File: config.mk
export PLATFORM = sky130hd
export DESIGN_NAME = rram_instr_fifo
export DESIGN_NICKNAME = d
export VERILOG_FILES = /design/src/rtl/rram_instr_fifo.sv
export SDC_FILE = /design/constraint.sdc
export NUM_CORES = 1
export LEC_CHECK = 0
export ABC_AREA = 1
export CAP_MARGIN = 0
export CELL_PAD_IN_SITES_DETAIL_PLACEMENT = 0
export CELL_PAD_IN_SITES_GLOBAL_PLACEMENT = 1
export CORE_MARGIN = 2
export CORE_UTILIZATION = 30
export CTS_CLUSTER_DIAMETER = 100
export DETAILED_ROUTE_END_ITERATION = 10
export PLACE_DENSITY = 0.51
export SLEW_MARGIN = 20
export SYNTH_ARGS = -nofsm -noshare
export SYNTH_HDL_FRONTEND = slang
export SYNTH_SLANG_ARGS = --single-unit
File: constraint.sdc
create_clock -name CLK -period 6.8 [get_ports CLK]
set_clock_uncertainty 0.15 [all_clocks]
set_input_delay 0.68 -clock CLK [delete_from_list [all_inputs] [get_ports CLK]]
set_output_delay 0.68 -clock CLK [all_outputs]
set_load 0.005 [all_outputs]
File: src/rtl/rram_instr_fifo.sv
// First-word-fall-through instruction FIFO feeding the RRAM crossbar controller; 1-cycle write-to-read latency.
// Optional sticky overflow/underflow flags are built only when RRAM_INSTR_FIFO_ERR_EN is defined.
module rram_instr_fifo #(
  parameter int DATA_WIDTH = 20,
  parameter int DEPTH      = 16,
  parameter int AF_LEVEL   = 14
) (
  input  logic                       CLK,
  input  logic                       reset,
  input  logic                       push_n,
  input  logic [DATA_WIDTH-1:0]      din,
  output logic                       full,
  output logic                       almost_full,
  input  logic                       pop_n_instFIFO,
  output logic                       empty_instFIFO,
  output logic [DATA_WIDTH-1:0]      dout_instFIFO,
  output logic [$clog2(DEPTH):0]     count,
  output logic                       ovf_err,
  output logic                       udf_err
);

  localparam int AW = (DEPTH > 1) ? $clog2(DEPTH) : 1;
  localparam int CW = $clog2(DEPTH) + 1;

  logic [DATA_WIDTH-1:0] mem [DEPTH];
  logic [AW-1:0]         wr_ptr;
  logic [AW-1:0]         rd_ptr;
  logic                  push_ok;
  logic                  pop_ok;

  assign full           = (count == CW'(DEPTH));
  assign empty_instFIFO = (count == '0);
  assign almost_full    = (count >= CW'(AF_LEVEL));

  // A push into a full FIFO or a pop from an empty one is simply refused.
  assign push_ok = !push_n && !full;
  assign pop_ok  = !pop_n_instFIFO && !empty_instFIFO;

  assign dout_instFIFO = empty_instFIFO ? '0 : mem[rd_ptr];

  always_ff @(posedge CLK or posedge reset) begin
    if (reset) begin
      wr_ptr <= '0;
      rd_ptr <= '0;
      count  <= '0;
    end else begin
      if (push_ok)
        wr_ptr <= (wr_ptr == AW'(DEPTH - 1)) ? '0 : wr_ptr + 1'b1;
      if (pop_ok)
        rd_ptr <= (rd_ptr == AW'(DEPTH - 1)) ? '0 : rd_ptr + 1'b1;
      if (push_ok && !pop_ok)
        count <= count + 1'b1;
      else if (pop_ok && !push_ok)
        count <= count - 1'b1;
    end
  end

  // Storage is deliberately not reset; only the pointers define validity.
  always_ff @(posedge CLK) begin
    if (push_ok && !reset)
      mem[wr_ptr] <= din;
  end

`ifdef RRAM_INSTR_FIFO_ERR_EN
  always_ff @(posedge CLK or posedge reset) begin
    if (reset) begin
      ovf_err <= 1'b0;
      udf_err <= 1'b0;
    end else begin
      if (!push_n && full)
        ovf_err <= 1'b1;
      if (!pop_n_instFIFO && empty_instFIFO)
        udf_err <= 1'b1;
    end
  end
`else
  assign ovf_err = 1'b0;
  assign udf_err = 1'b0;
`endif

endmodule

# == Word level (Yosys, flattened, before mapping) ==
# Memories as Yosys holds them, arrays and structs flattened.
# Cells that the tools add are included.
# op_classes
n_addsub,4
multipliers,0
div,0
order_cmp,1
eq_ne,3
shifts,0
mux,7
bitwise_logic,0
reduce_logical,14
# op_table
op,count
20-bit two-way mux,1
5-bit two-way mux,2
"4-bit by 1-bit adder with 4-bit output, second input constant",2
"4-bit equality test, second input constant",2
4-bit two-way mux,2
1-bit zero test,7
"5-bit by 1-bit adder with 5-bit output, second input constant",1
"5-bit equality test, second input constant",1
"5-bit by 4-bit greater-or-equal comparator with 1-bit output, second input constant",1
1-bit logical AND,5
5-bit zero test,1
"5-bit by 1-bit subtractor with 5-bit output, second input constant",1
1-bit two-way mux,2
2-bit nonzero test,1
# word_totals
reg_bits,13
latchBits,0
mem_bits_rw,320
rom_bits,0
output_inout_bits,30
wordCells,33
memories,1
# mem_list
memory,depth,word_bits,rd,rd_clocked_by_memory_dff,wr,line,source
mem,16,20,1,0,1,25,logic [DATA_WIDTH-1:0] mem [DEPTH];

# == Logic depth before layout (Yosys ltp) ==
# Gate-level depths: netlist of run 1.
# depth
depth_word,7
depth_mapped,13
depth_no_buf,13

# == Worst setup path after synthesis of run 1 ==
# No wires, ideal clock.
# synth_path
kind,input to register
start,input port push_n
end,"memory mem[3][0], enable pin"
setup_time_ns,0.422
arrival_ns,2.465
required_ns,6.228
setup_slack_ns,3.763
cell_stages,5
path_buffers,0
cell_sequence,inv_1 > nand2_1 > nor2_1 > inv_1 > nor3_1
# synth_between
elab_chain_cells,5
# synth_lines
item,line,source
"start, declared",10,"input logic push_n,"
1-bit zero test,36,assign push_ok = !push_n && !full;
1-bit logical AND,36,
1-bit logical AND,60,if (push_ok && !reset)
1-bit two-way mux,60,
1-bit two-way mux (not written as such),61,mem[wr_ptr] <= din;
"end, declared",25,
# Every way passes these cells.

# == Worst setup path in the final report of run 1 ==
# layout_path
start,register rd_ptr[0]
end,output port dout_instFIFO[19]
# layout_between
elab_chain_cells,2
# layout_lines
item,line,source
"start, declared",27,logic [AW-1:0] rd_ptr;
"start signal, assigned",50,rd_ptr <= (rd_ptr == AW'(DEPTH - 1)) ? '0 : rd_ptr + 1'b1;
memory read 16 x 20 bit,-,
20-bit two-way mux,39,assign dout_instFIFO = empty_instFIFO ? '0 : mem[rd_ptr];
"end, declared",16,"output logic [DATA_WIDTH-1:0] dout_instFIFO,"
# Every way passes these cells.

==> impl_metrics.tcl, run 1 <==
set metrics [dict create \
    status "finished, final reports clean" \
    dpl_cell_area_sq_um 15900 \
    num_rows 81 \
    die_w_microns 225 \
    detail-route-antenna-nets 0 \
    hold_ws_ns 0.365 \
    cts_tree "yes" \
    grt_remaining_overflow 0 \
    maxSlewHeadroom 0.370 \
    synth_warnings 0 \
    drive_above_1_share 0.0619 \
    gp_congestion 0.732 \
    grt_use_total 0.167 \
    crit_top_cell "nand2_1" \
    power_mw 6.86 \
    max_stage_delay_ns 1.04 \
    first_pass_iters 5 \
    drt-total-wl_microns 41300 \
    root_buffer "clkbuf_16" \
    finalWorstSetupSlack_ns 1.98 \
    worstSetupPathType "reg -> out" \
    drc 0 \
    ys_seq_area_frac 0.677 \
    synth_top_area_share 0.655 \
    cts_resized 0 \
    post-cts-setup-buffers 0 \
    seq_power_share 0.374 \
    grt_max_degree 120 \
    crit_slowest_cell "dfrtp_4" \
    synth_area_leaders "edfxtp_1 (66%), nand2_1 (14%), inv_1 (6.2%), nand3_1 (5.7%), dfrtp_1 (2.2%)" \
    num_vias 9534 \
    crit_arrival_ns 3.99 \
    design_area_sq_um 17000 \
    rsz0062_at_grt "no" \
    numCtsBuffers 40 \
    core-area_sq_um 48600 \
    antenna_found_initial 0 \
    clk_path_buf_depth 3 \
    nets 1540 \
    portBuffers 51 \
    htreeDepth 2 \
    start_kind "flop" \
    path_clk_slew_ns 0.06 \
    synth_top_area_cell "edfxtp_1" \
    synth_area_sq_um 14700 \
    area_delta_synth_final_pct 16.1 \
    grt_pass1_wl_microns 61600 \
    netlist_instances 1452 \
    drt_iter0_markers 475 \
    max_freq_mhz 208 \
    drv_cap 0 \
    floorplan.initialDensity 0.301 \
    period_minus_slack_ns 4.82 \
    via_per_inst 4.42 \
    ys_seq_elements 333 \
    dieArea_sq_um 50700 \
    clkPwrFrac 0.285 \
    postSynthAreaPerCell_sq_um 10.1 \
    post-route-util 0.350 \
    pwr-share-comb 0.341 \
    finalSetupViolations 0 \
    ir_drop_v 0.000258 \
    synth_cell_types 26 \
    final.period_utilization 0.709 \
    wl_per_cell_microns 19.1 \
    switchingPower_mw 2.52 \
    hpwlAfterDp_microns 22200 \
    hold_buffers 0 \
    diodes 0 \
    grt_pass1_vias 9406 \
    finalSetupTns_ns 0 \
    power.density_nw_per_um2 403 \
    fp.dieH_microns 225 \
    switching_share 0.368 \
    critPathRequiredTime_ns 5.97 \
    clk_latency_ns 0.55 \
    endpoint_kind "output pin" \
    post-place-cells 2086 \
    tightest_slew_ns 0.944 \
    hold_viol_final 0 \
    pre_cts_ws_ns 2.53 \
    stdcell_count 2157 \
    holdCritPathClass "in -> async" \
    clock-sinks 333 \
    crit_path_cell_trace "inv_4 > buf_12 > nand2_1 > nand3_1 > nand2_1 > nand2_1 > nand2_1 > inv_1 > a21oi_1 > clkdlybuf4s50_1" \
    ioPinCount 54 \
    p_int_mw 4.33 \
    p_leak_nw 7.19 \
    report.final.slew_viol_count 0 \
    crit_path_max_fanout 119 \
]
-- worst max-delay path: cells and delay by family, from the launching register on --
kind | cells | cell delay [ns]
buffers and inverters | 4 | 1.46
flip-flops | 1 | 1.04
AO/OA/AOI/OAI | 1 | 0.42
AND/OR/NAND/NOR | 5 | 0.41
-- sequential cells by signal, summed over array words and instances (netlist names) --
signal	flops
mem	320
count	5
wr_ptr	4
rd_ptr	4
-- cell usage in the layout, fill, tap and decap left out, types with 2 or more instances in the layout --
cell | netlist | layout
nor2_1 | 19 | 5
clkbuf_1 | 19 | 15
clkbuf_8 | 0 | 2
a21oi_1 | 24 | 24
nand4_1 | 2 | 2
buf_4 | 4 | 25
ha_1 | 9 | 9
clkinv_2 | 0 | 4
nand2_1 | 563 | 563
inv_1 | 244 | 243
clkbuf_16 | 0 | 41
o21ai_0 | 6 | 6
dfrtp_4 | 0 | 2
nor3_2 | 0 | 2
clkdlybuf4s50_1 | 0 | 51
edfxtp_1 | 320 | 320
dfrtp_1 | 13 | 11
conb_1 | 1 | 2
xor2_1 | 6 | 6
nand3_1 | 168 | 168
nor2_2 | 0 | 13
clkinv_1 | 0 | 10
-- Yosys cell counts --
| master | count |
|---|---|
| a21oi_1 | 24 |
| buf_1 | 6 |
| buf_2 | 26 |
| buf_4 | 4 |
| buf_6 | 11 |
| clkbuf_1 | 19 |
| conb_1 | 1 |
| dfrtp_1 | 13 |
| edfxtp_1 | 320 |
| fa_1 | 1 |
| ha_1 | 9 |
| inv_1 | 244 |
| inv_2 | 1 |
| inv_4 | 1 |
| nand2_1 | 563 |
| nand3_1 | 168 |
| nand3b_1 | 1 |
| nand4_1 | 2 |
| nor2_1 | 19 |
| nor3_1 | 3 |
| o21ai_0 | 6 |
| o22ai_1 | 1 |
| o31ai_1 | 1 |
| or2_2 | 1 |
| xnor2_1 | 1 |
| xor2_1 | 6 |
-- cell type report --
class	count	area [sq um]
clock buffer	58	1110
timing repair buffer	77	718
inverter	246	927
clock inverter	13	52.6
multi-input combinational	808	3490
fill	4950	31600
sequential	333	9940
tap	622	778
-- power by group through the flow --
stage	clock, mW	combinational (mW)	sequential (mW)
floorplan	0	1.53	2.47
global placement	0	2.39	2.61
detailed placement	0	2.39	2.61
CTS	2.01	2.40	2.57
global route	2.09	2.64	2.59
finish	1.95	2.34	2.56
-- kinds of logic after synthesis --
family | Yosys count | share of synthesized area
AO/OA/AOI/OAI | 32 | 0.0112
buffers and inverters | 312 | 0.0889
other | 1 | 0.000256
AND/OR/NAND/NOR | 757 | 0.209
XOR/XNOR | 7 | 0.00418
adder cells (fa/ha/maj) | 10 | 0.00904
flip-flops | 333 | 0.677
-- per-layer routing --
layer  up-vias  share of wire  global-route usage  wire (microns)
met4         0          0.018              0.0438             732
li1       4738              -                   -               -
met5         -              0                   0               0
met2       143           0.47               0.276           19600
met1      4599           0.47               0.228           19400
met3        54          0.037              0.0272            1520
-- final timing paths --
kind	from	endpoint	slack, ns	cells after the start
min in group CLK	rd_ptr[3]	rd_ptr[3]	0.38	2
setup / recovery	rd_ptr[0]	dout_instFIFO[19]	1.98	10
hold reg to reg	rd_ptr[3]	rd_ptr[3]	0.38	2
max in group asynchronous	reset	rd_ptr[1]	5.73	2
setup reg to reg	count[1]	mem[8][0]	4.00	7
hold / removal	reset	wr_ptr[2]	0.36	2
Power figures use the tool's default switching activity.
==> inputs of run 2 (changes only) <==
--- a/config.mk
+++ b/config.mk
@@ -13,7 +13,7 @@
 export CORE_UTILIZATION = 30
 export CTS_CLUSTER_DIAMETER = 100
 export DETAILED_ROUTE_END_ITERATION = 10
-export PLACE_DENSITY = 0.51
+export PLACE_DENSITY = 0.53
 export SLEW_MARGIN = 20
 export SYNTH_ARGS = -nofsm -noshare
 export SYNTH_HDL_FRONTEND = slang
==> constraint.sdc (replaced) <==
create_clock -name CLK -period 4 [get_ports CLK]
set_clock_uncertainty 0.15 [all_clocks]
set_input_delay 0.4 -clock CLK [delete_from_list [all_inputs] [get_ports CLK]]
set_output_delay 0.4 -clock CLK [all_outputs]
set_load 0.005 [all_outputs]
==> run 2 against run 1 <==
Global-route usage fell by 0.50 points; first-iteration DRC count rose by 34%; critical path depth fell by 1; routed wire length fell by 3.5%; cell area rose by 1.4%; setup slack got worse by 1.6 ns; total power rose by 73%; utilization rose by 0.48 points; highest routed layer unchanged.
==> impl_metrics.tcl, run 2 (synthesis gave the netlist of run 1 again) <==
set metrics [dict create \
    fp.dieH_microns 225 \
    stdcell_count 2166 \
    power_mw 11.9 \
    floorplan.initialDensity 0.301 \
    clkPwrFrac 0.286 \
    numCtsBuffers 40 \
    grt_max_degree 93 \
    finalSetupTns_ns 0 \
    core-area_sq_um 48600 \
    via_per_inst 4.44 \
    final.period_utilization 0.913 \
    layout_commonest_cell "nand2_1" \
    worstSetupPathType "reg -> out" \
    cts_resized 0 \
    period_minus_slack_ns 3.65 \
    hold_ws_ns 0.0918 \
    finalWorstSetupSlack_ns 0.347 \
    cts_tree "yes" \
    num_vias 9613 \
    switching_share 0.360 \
    grt_pass1_vias 9535 \
    power.density_nw_per_um2 689 \
    switchingPower_mw 4.29 \
    start_kind "flop" \
    num_rows 81 \
    max_freq_mhz 274 \
    r2r-start "count[1]" \
    drive_above_1_share 0.0706 \
    antenna_found_initial 0 \
    post-place-cells 2094 \
    grt_pass1_wl_microns 60500 \
    path_clk_slew_ns 0.06 \
    die_w_microns 225 \
    design_area_sq_um 17300 \
    p_leak_nw 7.29 \
    final_cell_mix "nand2_1 (563), edfxtp_1 (320), inv_1 (244)" \
    top_register "mem" \
    report.final.slew_viol_count 0 \
    htreeDepth 2 \
    clock-sinks 333 \
    crit_arrival_ns 3.10 \
    area_delta_synth_final_pct 17.6 \
    drt_iter0_markers 637 \
    portBuffers 51 \
    nets 1548 \
    crit_path_max_fanout 46 \
    drc 0 \
    critPathRequiredTime_ns 3.45 \
    ioPinCount 54 \
    tightest_slew_ns 1.01 \
    wl_per_cell_microns 18.4 \
    dpl_cell_area_sq_um 16000 \
    dieArea_sq_um 50700 \
    maxSlewHeadroom 0.325 \
    root_buffer "clkbuf_16" \
    status "finished, final reports clean" \
    worstSetupStartpoint "rd_ptr[0]" \
    drt-total-wl_microns 39800 \
    p_int_mw 7.60 \
    hpwlAfterDp_microns 21900 \
    clk_path_buf_depth 3 \
    seq_power_share 0.359 \
    pre_cts_ws_ns 0.885 \
    rsz0062_at_grt "no" \
    grt_remaining_overflow 0 \
    largest_register_ffs 320 \
    diodes 0 \
    holdCritPathClass "in -> async" \
    drv_cap 0 \
    post-cts-setup-buffers 0 \
    gp_congestion 0.737 \
    hold_viol_final 0 \
    hold_buffers 0 \
    endpoint_kind "output pin" \
    post-route-util 0.355 \
    top_regs "mem (320), count (5)" \
    grt_use_total 0.162 \
    detail-route-antenna-nets 0 \
    first_pass_iters 5 \
    pwr-share-comb 0.355 \
    ir_drop_v 0.000395 \
    finalSetupViolations 0 \
    clk_latency_ns 0.54 \
]
-- run 2: critical path: stages (launching register included) --
cell,delay (ns)
dfrtp_4,0.61
inv_4,0.30
buf_12,0.29
nand2_1,0.08
nand2_1,0.06
nand2_1,0.05
nand3_1,0.08
nand3_1,0.07
a21oi_1,0.36
clkdlybuf4s50_1,0.61
-- run 2: per-layer routing --
layer  up-vias  track usage  wire length (microns)
met3        42       0.0314                   1870
li1       4757            -                      -
met5         -            0                      0
met2       204        0.258                  18100
met4         0       0.0429                    810
met1      4610        0.226                  19000
-- run 2: cell type report --
class                           instances  area (sq um)
Fill cell                            4831         31400
Sequential cell                       333          9940
Multi-Input combinational cell        808          3520
Clock buffer                           59          1120
Inverter                              246           926
Timing Repair Buffer                   85           878
Tap cell                              622           778
Clock inverter                         13          88.8
-- run 2: power by group through the flow --
| stage | clock network, mW | logic (mW) | registers [mW] |
|---|---|---|---|
| CTS | 3.52 | 4.34 | 4.28 |
| global placement | 0 | 4.32 | 4.34 |
| detailed placement | 0 | 4.31 | 4.35 |
| global route | 3.64 | 4.76 | 4.31 |
| finish | 3.40 | 4.22 | 4.27 |
| floorplan | 0 | 2.60 | 4.20 |
-- run 2: path summary, 6_finish.rpt --
check / to / slack, ns / cells past startpoint
min in group CLK: rd_ptr[3] / 0.36 / 2
max reg2reg: count[3] / 1.37 / 11
max: dout_instFIFO[12] / 0.35 / 9
min: wr_ptr[1] / 0.09 / 2
min reg2reg: rd_ptr[3] / 0.36 / 2
max in group asynchronous: rd_ptr[0] / 3.17 / 2
